<file path="config.mk">
export PLATFORM = sky130hd
export DESIGN_NAME = uart_tx_arbiter_flat
export DESIGN_NICKNAME = d
export VERILOG_FILES = /design/src/rtl/uart_tx_arbiter_if.sv /design/src/rtl/uart_tx_arbiter.sv /design/src/flat_wrapper.sv
export SDC_FILE = /design/constraint.sdc
export NUM_CORES = 1
export LEC_CHECK = 0
export BUFFER_PORTS_ARGS = -buffer_cell sky130_fd_sc_hd__buf_2
export CAP_MARGIN = 40
export CORE_AREA = 2 2 55 57
export CTS_CLUSTER_DIAMETER = 40
export CTS_CLUSTER_SIZE = 30
export DETAILED_ROUTE_END_ITERATION = 8
export DIE_AREA = 0 0 57 59
export PLACE_DENSITY = 0.79
export RECOVER_POWER = 25
export SYNTH_ARGS = -nofsm -noshare
export SYNTH_HDL_FRONTEND = slang
export SYNTH_SLANG_ARGS = --single-unit
</file>
<file path="constraint.sdc">
create_clock -name clk -period 4.7 [get_ports clk]
set_clock_uncertainty 0.2 [all_clocks]
set_input_delay 0.94 -clock clk [delete_from_list [all_inputs] [get_ports clk]]
set_output_delay 0.94 -clock clk [all_outputs]
set_load 0.05 [all_outputs]
</file>
<file path="src/rtl/uart_tx_arbiter_if.sv">
// Requester-side and UART-side handshake bundle for the shared UART TX arbiter.
// The slave modport is the arbiter; the master side plays requesters and UART.
interface uart_tx_arbiter_if #(
  parameter int NREQ = 2
);
  logic [NREQ-1:0]   req;
  logic [NREQ-1:0]   reqtxen;
  logic [8*NREQ-1:0] reqdata;
  logic [NREQ-1:0]   gnt;
  logic [NREQ-1:0]   reqbusy;
  logic              uarttxen;
  logic [7:0]        uartdata;
  logic              uartbusy;

  modport master (
    output req,
    output reqtxen,
    output reqdata,
    output uartbusy,
    input  gnt,
    input  reqbusy,
    input  uarttxen,
    input  uartdata
  );

  modport slave (
    input  req,
    input  reqtxen,
    input  reqdata,
    input  uartbusy,
    output gnt,
    output reqbusy,
    output uarttxen,
    output uartdata
  );
endinterface

</file>
<file path="src/rtl/uart_tx_arbiter.sv">
// Round-robin, packet-atomic sharing of one UART transmitter between NREQ
// byte-stream requesters; a grant ends on EOP, request drop or idle timeout.
module uart_tx_arbiter #(
  parameter int          NREQ    = 2,
  parameter logic [7:0]  EOP     = 8'h0A,
  parameter int          TIMEOUT = 1024,
  parameter int          TW      = 10
) (
  input logic            clk,
  input logic            n_rst,
  uart_tx_arbiter_if.slave bus
);

  localparam int IW = (NREQ > 1) ? $clog2(NREQ) : 1;

  typedef enum logic [2:0] {
    IDLE,
    GRANT,
    SEND,
    HOLD,
    RELEASE
  } state_t;

  state_t            state_q, state_d;
  logic [NREQ-1:0]   gnt_q, gnt_d;
  logic [IW-1:0]     rr_q, rr_d;
  logic [IW-1:0]     owner_q, owner_d;
  logic [TW-1:0]     tmo_q, tmo_d;
  logic              eop_seen_q, eop_seen_d;
  logic              uarttxen_q, uarttxen_d;
  logic [7:0]        uartdata_q, uartdata_d;

  logic              pick_valid;
  logic [IW-1:0]     pick_idx;
  logic [IW-1:0]     cand;
  logic [7:0]        owner_byte;
  logic              do_release;

  // Scan downward in offset so the nearest set request at/after rr_q wins.
  always_comb begin
    pick_valid = 1'b0;
    pick_idx   = rr_q;
    cand       = rr_q;
    for (int off = NREQ - 1; off >= 0; off--) begin
      cand = IW'((int'(rr_q) + off) % NREQ);
      if (bus.req[cand]) begin
        pick_valid = 1'b1;
        pick_idx   = cand;
      end
    end
  end

  assign owner_byte = bus.reqdata[{owner_q, 3'b000} +: 8];

  always_comb begin
    state_d    = state_q;
    gnt_d      = gnt_q;
    rr_d       = rr_q;
    owner_d    = owner_q;
    tmo_d      = tmo_q;
    eop_seen_d = eop_seen_q;
    uarttxen_d = 1'b0;
    uartdata_d = uartdata_q;
    do_release = 1'b0;

    case (state_q)
      IDLE: begin
        if (pick_valid) begin
          gnt_d           = '0;
          gnt_d[pick_idx] = 1'b1;
          owner_d         = pick_idx;
          tmo_d           = '0;
          state_d         = GRANT;
        end
      end

      // A byte strobe outranks a simultaneous request drop.
      GRANT: begin
        if (bus.reqtxen[owner_q] && !bus.uartbusy) begin
          uarttxen_d = 1'b1;
          uartdata_d = owner_byte;
          eop_seen_d = (owner_byte == EOP);
          tmo_d      = '0;
          state_d    = SEND;
        end else if (!bus.req[owner_q]) begin
          do_release = 1'b1;
        end else if (tmo_q == TW'(TIMEOUT - 1)) begin
          do_release = 1'b1;
        end else begin
          tmo_d = tmo_q + TW'(1);
        end
      end

      SEND: begin
        state_d = HOLD;
      end

      HOLD: begin
        if (!bus.uartbusy) begin
          if (eop_seen_q) begin
            do_release = 1'b1;
          end else begin
            state_d = GRANT;
          end
        end
      end

      RELEASE: begin
        state_d = IDLE;
      end

      default: begin
        state_d = IDLE;
      end
    endcase

    if (do_release) begin
      gnt_d      = '0;
      rr_d       = (owner_q == IW'(NREQ - 1)) ? '0 : owner_q + IW'(1);
      tmo_d      = '0;
      eop_seen_d = 1'b0;
      state_d    = RELEASE;
    end
  end

  always_ff @(posedge clk or negedge n_rst) begin
    if (!n_rst) begin
      state_q    <= IDLE;
      gnt_q      <= '0;
      rr_q       <= '0;
      owner_q    <= '0;
      tmo_q      <= '0;
      eop_seen_q <= 1'b0;
      uarttxen_q <= 1'b0;
      uartdata_q <= '0;
    end else begin
      state_q    <= state_d;
      gnt_q      <= gnt_d;
      rr_q       <= rr_d;
      owner_q    <= owner_d;
      tmo_q      <= tmo_d;
      eop_seen_q <= eop_seen_d;
      uarttxen_q <= uarttxen_d;
      uartdata_q <= uartdata_d;
    end
  end

  // Only the owner can ever see busy low, and only while parked in GRANT.
  always_comb begin
    bus.reqbusy = '1;
    for (int i = 0; i < NREQ; i++) begin
      if (gnt_q[i]) begin
        bus.reqbusy[i] = (state_q != GRANT) || bus.uartbusy;
      end
    end
  end

  assign bus.gnt      = gnt_q;
  assign bus.uarttxen = uarttxen_q;
  assign bus.uartdata = uartdata_q;

endmodule

</file>
<file path="src/flat_wrapper.sv">
// flat-port wrapper written by rule: the top's interface ports become plain ports
module uart_tx_arbiter_flat 
#(
  parameter int          NREQ    = 2,
  parameter logic [7:0]  EOP     = 8'h0A,
  parameter int          TIMEOUT = 1024,
  parameter int          TW      = 10
)
  (clk, n_rst, bus_req, bus_reqtxen, bus_reqdata, bus_uartbusy, bus_gnt, bus_reqbusy, bus_uarttxen, bus_uartdata);
  uart_tx_arbiter_if #(.NREQ(NREQ)) bus_i ();
  input logic clk;
  input logic n_rst;
  input wire logic [$bits(bus_i.req)-1:0] bus_req;
  input wire logic [$bits(bus_i.reqtxen)-1:0] bus_reqtxen;
  input wire logic [$bits(bus_i.reqdata)-1:0] bus_reqdata;
  input wire logic [$bits(bus_i.uartbusy)-1:0] bus_uartbusy;
  output wire logic [$bits(bus_i.gnt)-1:0] bus_gnt;
  output wire logic [$bits(bus_i.reqbusy)-1:0] bus_reqbusy;
  output wire logic [$bits(bus_i.uarttxen)-1:0] bus_uarttxen;
  output wire logic [$bits(bus_i.uartdata)-1:0] bus_uartdata;
  assign bus_i.req = bus_req;
  assign bus_i.reqtxen = bus_reqtxen;
  assign bus_i.reqdata = bus_reqdata;
  assign bus_i.uartbusy = bus_uartbusy;
  assign bus_gnt = bus_i.gnt;
  assign bus_reqbusy = bus_i.reqbusy;
  assign bus_uarttxen = bus_i.uarttxen;
  assign bus_uartdata = bus_i.uartdata;
  uart_tx_arbiter #(.NREQ(NREQ), .EOP(EOP), .TIMEOUT(TIMEOUT), .TW(TW)) u_core (.clk(clk), .n_rst(n_rst), .bus(bus_i));
endmodule
</file>
### Word-level counts from Yosys, hierarchy flattened

Index checks and enable logic that the tools add are counted.

| word-level totals | value |
|---|---|
| flip-flop bits (word level) | 27 |
| output and inout bits | 13 |
| word-level logic and storage cells | 88 |
| input port bits | 23 |

| operators by class | value |
|---|---|
| $lt $le $gt $ge | 5 |
| eq/ne operators | 12 |
| add/sub/neg operators | 3 |
| reductions and logical operators | 16 |
| shift operators | 1 |
| mux-type cells | 43 |

Operators with widths:

| cell | count |
|---|---|
| $mux 10 | 5 |
| $mux 1 | 26 |
| $pmux 10 s2 | 1 |
| $shiftx 16x5->8 | 1 |
| $mux 3 | 5 |
| $pmux 3 s4 | 1 |
| $add 10x1->10 const B | 1 |
| $eq 10x10->1 const B | 1 |
| $ne 3x1->1 const B | 3 |
| $eq 8x4->1 const B | 1 |
| $lt 1x2->1 const B | 4 |
| $reduce_and 2->1 | 4 |
| $reduce_and 4->1 | 2 |
| $reduce_bool 2->1 | 4 |
| $eq 3x2->1 const B | 2 |
| $mux 2 | 3 |
| $ne 4x1->1 const B | 1 |
| $ne 4x2->1 const B | 1 |
| $eq 3x1->1 const B | 1 |
| $logic_not 3->1 | 1 |
| $ne 3x2->1 const B | 1 |
| $ne 3x3->1 const B | 1 |
| $reduce_bool 3->1 | 1 |
| $add 1x1->1 const B | 2 |
| other kinds (6) | 7 |

### Depth between registers and ports, before layout

Gate-level depths: netlist of the first run.

| logic depth | value |
|---|---|
| depth in word-level cells | 12 |
| gate-level depth with buffers | 6 |
| mapped depth without buffers | 5 |

### Worst setup path after synthesis of the first run

No wires, ideal clock.

| timing path | value |
|---|---|
| path kind | input-to-output |
| start | input port bus_uartbusy |
| end | output port bus_reqbusy[0] |
| stages on the path | 2 |
| data required time | 3.560 ns |
| arrival time | 1.354 ns |
| path buffers | 0 |
| setup slack | 2.206 ns |
| path through | nor2_1 -> nand2_1 |

| between the ends | value |
|---|---|
| longest elaborated chain between the ends | 2 |

RTL lines:

| item | RTL line | RTL |
|---|---|---|
| from (decl) | flat_wrapper.sv:16 | `input wire logic [$bits(bus_i.uartbusy)-1:0] bus_uartbusy;` |
| $logic_or 1x1->1 | uart_tx_arbiter.sv:153 | `bus.reqbusy[i] = (state_q != GRANT) \|\| bus.uartbusy;` |
| $mux 1 | uart_tx_arbiter.sv:152 | `if (gnt_q[i]) begin` |
| to (decl) | flat_wrapper.sv:18 | `output wire logic [$bits(bus_i.reqbusy)-1:0] bus_reqbusy;` |

Every way passes these cells.

### Worst setup path in the final report of the first run

| timing path | value |
|---|---|
| start | register u_core.state_q[0] |
| end | output port bus_reqbusy[1] |

| between the ends | value |
|---|---|
| longest elaborated chain between the ends | 3 |

RTL lines:

| item | RTL line | RTL |
|---|---|---|
| from (decl) | uart_tx_arbiter.sv:24 | `state_t state_q, state_d;` |
| from (signal assigned) | uart_tx_arbiter.sv:137 | `state_q <= state_d;` |
| $ne 3x1->1 | uart_tx_arbiter.sv:153 |  |
| $logic_or 1x1->1 | uart_tx_arbiter.sv:153 |  |
| $mux 1 | uart_tx_arbiter.sv:152 |  |

Every way passes these cells.

==> impl_metrics.ini, run 1 <==
[setup_path]
worst_setup_path_startpoint = u_core.state_q[0]
timing.critical_path.fanout_max = 8
setup.worst_path.end_class = output pin
worstPathRequired_ns = 3.56
critPathArrivalTime_ns = 1.71
critPathLaunchType = flop
worst-setup-path-type = flop to output pin
rr_startpoint = u_core.owner_q

[power]
vdd_ir_drop_max_v = 0.000648
power_density_mw_per_mm2 = 635
finalPower_w = 0.00108
power.static_leakage_nw = 0.739

[sta]
timing.final.crit_share_pct = 60.6
worst_slew_pin_slew_ns = 1.43
final_setup_violations = 0
totalNegativeSetupSlack_ns = 0
final-hold-violation-count = 0
normalized_max_slew_margin_pct = 4.88
layout_min_cycle_time_ns = 2.85
grt_setup_unrepaired = false
report.final.slew_viol_count = 0
highest_clock_rate_mhz = 351

[clocking]
holdBufCountCts = 0
ctsHtreeMaxLevel = 1
post_cts.repair.setup_buffers = 0
clock-sinks = 27
clk_root_buffer_cell = clkbuf_4
max-clock-path-buffers = 2
cts_resizes = 0
clkLatencyLatePin_ns = 0.32
clkSlewWorstSetupHoldPaths_ns = 0.14
cts_made_buffers = 3
cts_tree = built

[yosys]
synth_area_leader_cell = dfrtp_1
netlist.area_leader.share_pct = 45.0
avgSynthCellArea_um2 = 9.94
synth_warnings = 0
synth_seq_cells = 27
synth_area_mm2 = 0.00150
synth_top_cells_by_area = dfrtp_1, mux2i_1, nor2_1, a21oi_1, a211oi_1
synth_enable_flop_cells = 0
synth_seq_area_share_pct = 45.0
mappedNetlistNets = 175
synthDistinctLibCells = 40
synthFlopType = dfrtp_1
synth_top_cells_by_count = dfrtp_1, nor2_1, a21oi_1, mux2i_1, nand2_1
synthesis.instances = 151
post-synth-top-count-cell = dfrtp_1
postSynth.asyncResetShare_pct = 100

[min_path]
holdCritPathClass = flop to flop
hold_path.startpoint = u_core.bus.uartdata[2]

[global_routing]
grt_first_pass_wirelength_um = 5180
initial_antenna_violation_count = 0
grt_usage_pct = 19.4
grt_max_degree = 28
total_grt_overflow = 0
first_global_vias = 1194

[run_status]
outcome = complete, no violations

[detailed_routing]
detailroute.via_count = 1281
dr.first_iter.drc_count = 34
detail-route-antenna-nets = 0
first_pass_iters = 4
routed_length_per_placed_instance_um = 14.6
drc = 0
via_per_inst = 5.93
finalWirelength_um = 3150

[floorplan]
pin_count = 36
floorplan.initialDensity_pct = 55.4
placement_rows = 19
design.die.area_mm2 = 0.00336
floorplan.die.width_um = 57
placeableCoreArea_mm2 = 0.00271
chipHeight_um = 59

[place]
port_buffers = 35
gp_routability_congestion = 0.897
post-dp-hpwl_um = 2330

[job]
drv.max_cap_violation_count = 0

[cells_and_area]
share_of_post_route_cells_with_drive_strength_above_1_pct = 25.4
fillCellCount = 238
antennaDiodeCount = 0
finish.net_count = 210
area.growth.synth_to_final_pct = 13.4
## state kept, by name (all words and copies together), names as in the netlist
| name | cells |
|---|---|
| u_core.bus.gnt | 2 |
| u_core.bus.uarttxen | 1 |
| u_core.tmo_q | 10 |
| u_core.eop_seen_q | 1 |
| u_core.owner_q | 1 |
| u_core.rr_q | 1 |
| u_core.bus.uartdata | 8 |
| u_core.state_q | 3 |
## layout make-up
cell class / count / area (µm²) / share of cell area (%)
multi-input combinational: 115 / 771 / 45.3
timing repair buffer: 35 / 174 / 10.2
clock inverter: 1 / 5.00 / 0.294
inverter: 4 / 15.0 / 0.882
tap: 31 / 38.8 / 2.28
sequential: 27 / 676 / 39.7
clock buffer: 3 / 22.5 / 1.32
## worst max-delay path, cell delays in order, from the launching register on
cell and delay [ns]:
dfrtp_1 0.50, or3b_4 0.46, nor2_1 0.15, nand2_1 0.06, buf_2 0.21
## kinds of logic after synthesis
group	count (synthesis)	synth area share, %
AND/OR/NAND/NOR	60	22.1
AO/OA/AOI/OAI	41	19.6
flip-flops	27	45.0
multiplexers	13	8.84
buffers and inverters	9	3.59
adder cells (fa/ha/maj)	1	0.834
## placed cells by master, fill, tap and decap left out, drive strengths merged
cell / instances
nor4: 2
dfrtp: 27
a311oi: 1
a211oi: 9
nand3: 3
and2: 2
ha: 1
nor2: 20
a21oi: 13
o22ai: 1
mux2: 2
and2b: 1
o211ai: 1
nand2: 9
o21ai: 4
o31ai: 5
inv: 4
a31oi: 3
or3: 5
or4: 4
nand2b: 2
or3b: 1
and3b: 1
mux2i: 11
buf: 34
and4: 2
nor2b: 1
o21bai: 1
o21a: 1
clkbuf: 4
clkinv: 1
a22oi: 2
nand4: 5
nor3: 2
## final timing paths
| check | endpoint | slack [ns] | cells after the start |
|---|---|---|---|
| max | bus_reqbusy[1] | 1.85 | 4 |
| min | u_core.bus.uartdata[2] | 0.35 | 2 |
| max reg2reg | u_core.rr_q | 2.13 | 4 |
| min reg2reg | u_core.bus.uartdata[2] | 0.35 | 2 |
| max in group asynchronous | u_core.tmo_q[2] | 2.75 | 1 |
| min in group asynchronous | u_core.state_q[0] | 0.72 | 1 |
## through the flow
step | util, % | setup WS (ns) | instance area [µm²] | hold slack, ns | cells
2_1_floorplan | - | 2.21 | 1500 | 0.280 | 151
3_3_place_gp | 61.8 | 2.07 | 1680 | 0.307 | 212
3_5_place_dp | 61.8 | 1.98 | 1680 | 0.322 | 212
4_1_cts | 62.8 | 1.85 | 1700 | 0.354 | 216
5_1_grt | 62.8 | 1.74 | 1700 | 0.373 | 216
6_report | 62.8 | 1.85 | 1700 | 0.345 | 216
## per-layer routing
metal	wire length, µm	GRT usage, %
met1	1490	26.4
met2	1450	32.2
met3	169	2.62
met4	31	6.31
met5	0	0
## where the power goes
part	switching, W	internal, W	leakage, nW
registers	0.0000980	0.000310	0.338
clock network	0.0000652	0.0000319	0.0177
logic	0.000394	0.000182	0.383
total	0.000557	0.000523	0.739
No activity file was read; power rests on OpenSTA's default activity.
==> run 2: changes to the inputs <==
--- a/config.mk
+++ b/config.mk
@@ -7,12 +7,12 @@
 export LEC_CHECK = 0
 export BUFFER_PORTS_ARGS = -buffer_cell sky130_fd_sc_hd__buf_2
 export CAP_MARGIN = 40
-export CORE_AREA = 2 2 55 57
+export CORE_AREA = 2 2 60 62
 export CTS_CLUSTER_DIAMETER = 40
 export CTS_CLUSTER_SIZE = 30
 export DETAILED_ROUTE_END_ITERATION = 8
-export DIE_AREA = 0 0 57 59
-export PLACE_DENSITY = 0.79
+export DIE_AREA = 0 0 62 64
+export PLACE_DENSITY = 0.7
 export RECOVER_POWER = 25
 export SYNTH_ARGS = -nofsm -noshare
 export SYNTH_HDL_FRONTEND = slang
==> constraint.sdc (replaced) <==
create_clock -name clk -period 2.5 [get_ports clk]
set_clock_uncertainty 0.2 [all_clocks]
set_input_delay 0.5 -clock clk [delete_from_list [all_inputs] [get_ports clk]]
set_output_delay 0.5 -clock clk [all_outputs]
set_load 0.05 [all_outputs]
==> run 2 against run 1 <==
- non-clock buffer count increased by 4
- largest power group unchanged
- hold slack got worse by 0.089 ns
- combinational power increased by 100%
- power increased by 92%
- via count increased by 2.9%
- routed wire length increased by 5.2%
- cell count increased by 8.8%
- first-iteration DRC count increased to 3.6 times the previous value
- sequential share of layout area decreased by 1.2 points
- sequential cell count unchanged
==> impl_metrics.ini, run 2 (synthesized netlist as in run 1, its figures left out) <==
[power]
power.static_leakage_nw = 0.754
vdd_ir_drop_max_v = 0.000634
power_density_mw_per_mm2 = 1180

[floorplan]
placement_rows = 21
chipHeight_um = 64
floorplan.initialDensity_pct = 45.7
design.die.area_mm2 = 0.00397
placeableCoreArea_mm2 = 0.00328
pin_count = 36
floorplan.die.width_um = 62

[setup_path]
crit_path_top_delay_cell = dfrtp_1
rr_endpoint = u_core.tmo_q[5]
setup.worst_path.end_class = output pin
worst-setup-path-type = flop to output pin
worstPathRequired_ns = 1.80
worstRegToRegCells = 6
timing.critical_path.fanout_max = 7
path_cells = or3b_4 -> nor2_1 -> nand2_1 -> buf_2
rr_startpoint = u_core.tmo_q[0]
critPathArrivalTime_ns = 1.73
worstPathBufferInverterCount = 1
critPathLaunchType = flop
max_stage_delay_ns = 0.49
reg2reg_setup_slack_ns = 0.34
critical_path_s_top_delay_family = simple AND/OR/NAND/NOR gates

[sta]
postLayoutSetupSlackWorst_ns = 0.0747
timing.final.crit_share_pct = 97.0
final-hold-violation-count = 0
final_setup_violations = 0
highest_clock_rate_mhz = 412
normalized_max_slew_margin_pct = 6.40
worst_slew_pin_slew_ns = 1.40
layout_min_cycle_time_ns = 2.43
grt_setup_unrepaired = false
totalNegativeSetupSlack_ns = 0
report.final.slew_viol_count = 0

[place]
area_of_placed_instances_mm2 = 0.00172
post-dp-hpwl_um = 2550
preCtsSetupSlack_ns = 0.354
port_buffers = 35
dp.cells = 230
gp_routability_congestion = 0.839

[cells_and_area]
area.growth.synth_to_final_pct = 17.1
largest_register_ff_count = 10
antennaDiodeCount = 0
finish.net_count = 214
layout.cells.most_common_list = buf_2, dfrtp_1, nor2_1, a21oi_1, mux2i_1
final_area_mm2 = 0.00176
share_of_post_route_cells_with_drive_strength_above_1_pct = 27.0
post_layout_nonfiller_instances = 235
final_common_cell = buf_2
regMostFlops = u_core.tmo_q
fillCellCount = 305

[detailed_routing]
routed_length_per_placed_instance_um = 14.1
drc = 0
first_pass_iters = 4
via_per_inst = 5.61
dr.first_iter.drc_count = 124
detail-route-antenna-nets = 0
finalWirelength_um = 3310
detailroute.via_count = 1318

[global_routing]
grt_max_degree = 28
initial_antenna_violation_count = 0
first_global_vias = 1352
grt_usage_pct = 18.6
total_grt_overflow = 0
grt_first_pass_wirelength_um = 5650

[job]
drv.max_cap_violation_count = 0

[min_path]
hold_path.startpoint = bus_reqdata[7]
min_path_cells = 3
whs_endpoint = u_core.bus.uartdata[7]
holdCritPathClass = primary input to flop

[clocking]
cts_made_buffers = 3
clkLatencyLatePin_ns = 0.34
cts_tree = built
clock-sinks = 27
max-clock-path-buffers = 2
clkSlewWorstSetupHoldPaths_ns = 0.16
ctsHtreeMaxLevel = 1
clk_root_buffer_cell = clkbuf_4

[run_status]
outcome = complete, no violations
==> run 2: cell count changes in the layout (fill, tap and decap cells not counted) <==
cell           delta
dlygate4sd3_1     +1
dfrtp_2           +1
clkinvlp_4        +1
clkinv_2          -1
buf_4             +3
dfrtp_1           -1
==> run 2: what timing repair did <==
item	CTS	global route
resized for setup	0	1
hold buffers	1	0
endpoints found under the hold margin	27	0
buffers inserted	0	0
endpoints found under the setup margin	0	2
==> run 2: report_power, final <==
part           total [W]  switching (W)  internal (W)
Combinational    0.00115       0.000787      0.000364
Sequential      0.000724       0.000139      0.000584
Clock           0.000200       0.000139     0.0000613
Total            0.00207        0.00107       0.00101
==> run 2: how the worst max path moves through the flow <==
stage	startpoint	end	slack (ns)	depth (start not counted)
4_1_cts	u_core.state_q[1]	bus_reqbusy[1]	0.08	4
3_3_place_gp	bus_uartbusy	u_core.tmo_q[7]	0.43	5
3_5_place_dp	bus_reqtxen[1]	u_core.tmo_q[8]	0.35	6
2_1_floorplan	u_core.state_q[1]	bus_reqbusy[0]	0.52	3
5_1_grt	u_core.state_q[1]	bus_reqbusy[1]	0.004	4
6_report	u_core.state_q[1]	bus_reqbusy[1]	0.07	4
==> run 2: cell type report <==
type,count,area [µm²],share of cell area [%]
clock buffers,3,22.5,1.28
well taps,46,57.6,3.28
multi-input cells,115,771,43.9
clock inverters,1,7.51,0.427
flip-flops and latches,27,677,38.5
repair buffers,39,206,11.8
inverters,4,15.0,0.855
==> run 2: metrics by stage <==
step           total power [W]  hold slack (ns)  utilization [%]
2_1_floorplan          0.00164          0.00441                -
3_3_place_gp           0.00185            0.304             52.3
3_5_place_dp           0.00189            0.312             52.3
4_1_cts                0.00209            0.254             53.5
5_1_grt                0.00223            0.269             53.5
6_report               0.00207            0.256             53.5
==> run 2: metal layers <==
layer / track usage, % / up-vias / part of all wire (%)
li1: - / 641 / -
met1: 22.3 / 625 / 41
met2: 31.9 / 46 / 52
met3: 3.44 / 6 / 5.9
met4: 6.65 / 0 / 1.7
met5: 0 / - / 0
==> run 2: worst reg2reg max path, cell delays in order (launching register included) <==
cell and delay [ns]:
dfrtp_1 0.49, ha_1 0.26, and4_1 0.20, a31oi_1 0.35, o31ai_4 0.13, buf_4 0.20, a211oi_1 0.24
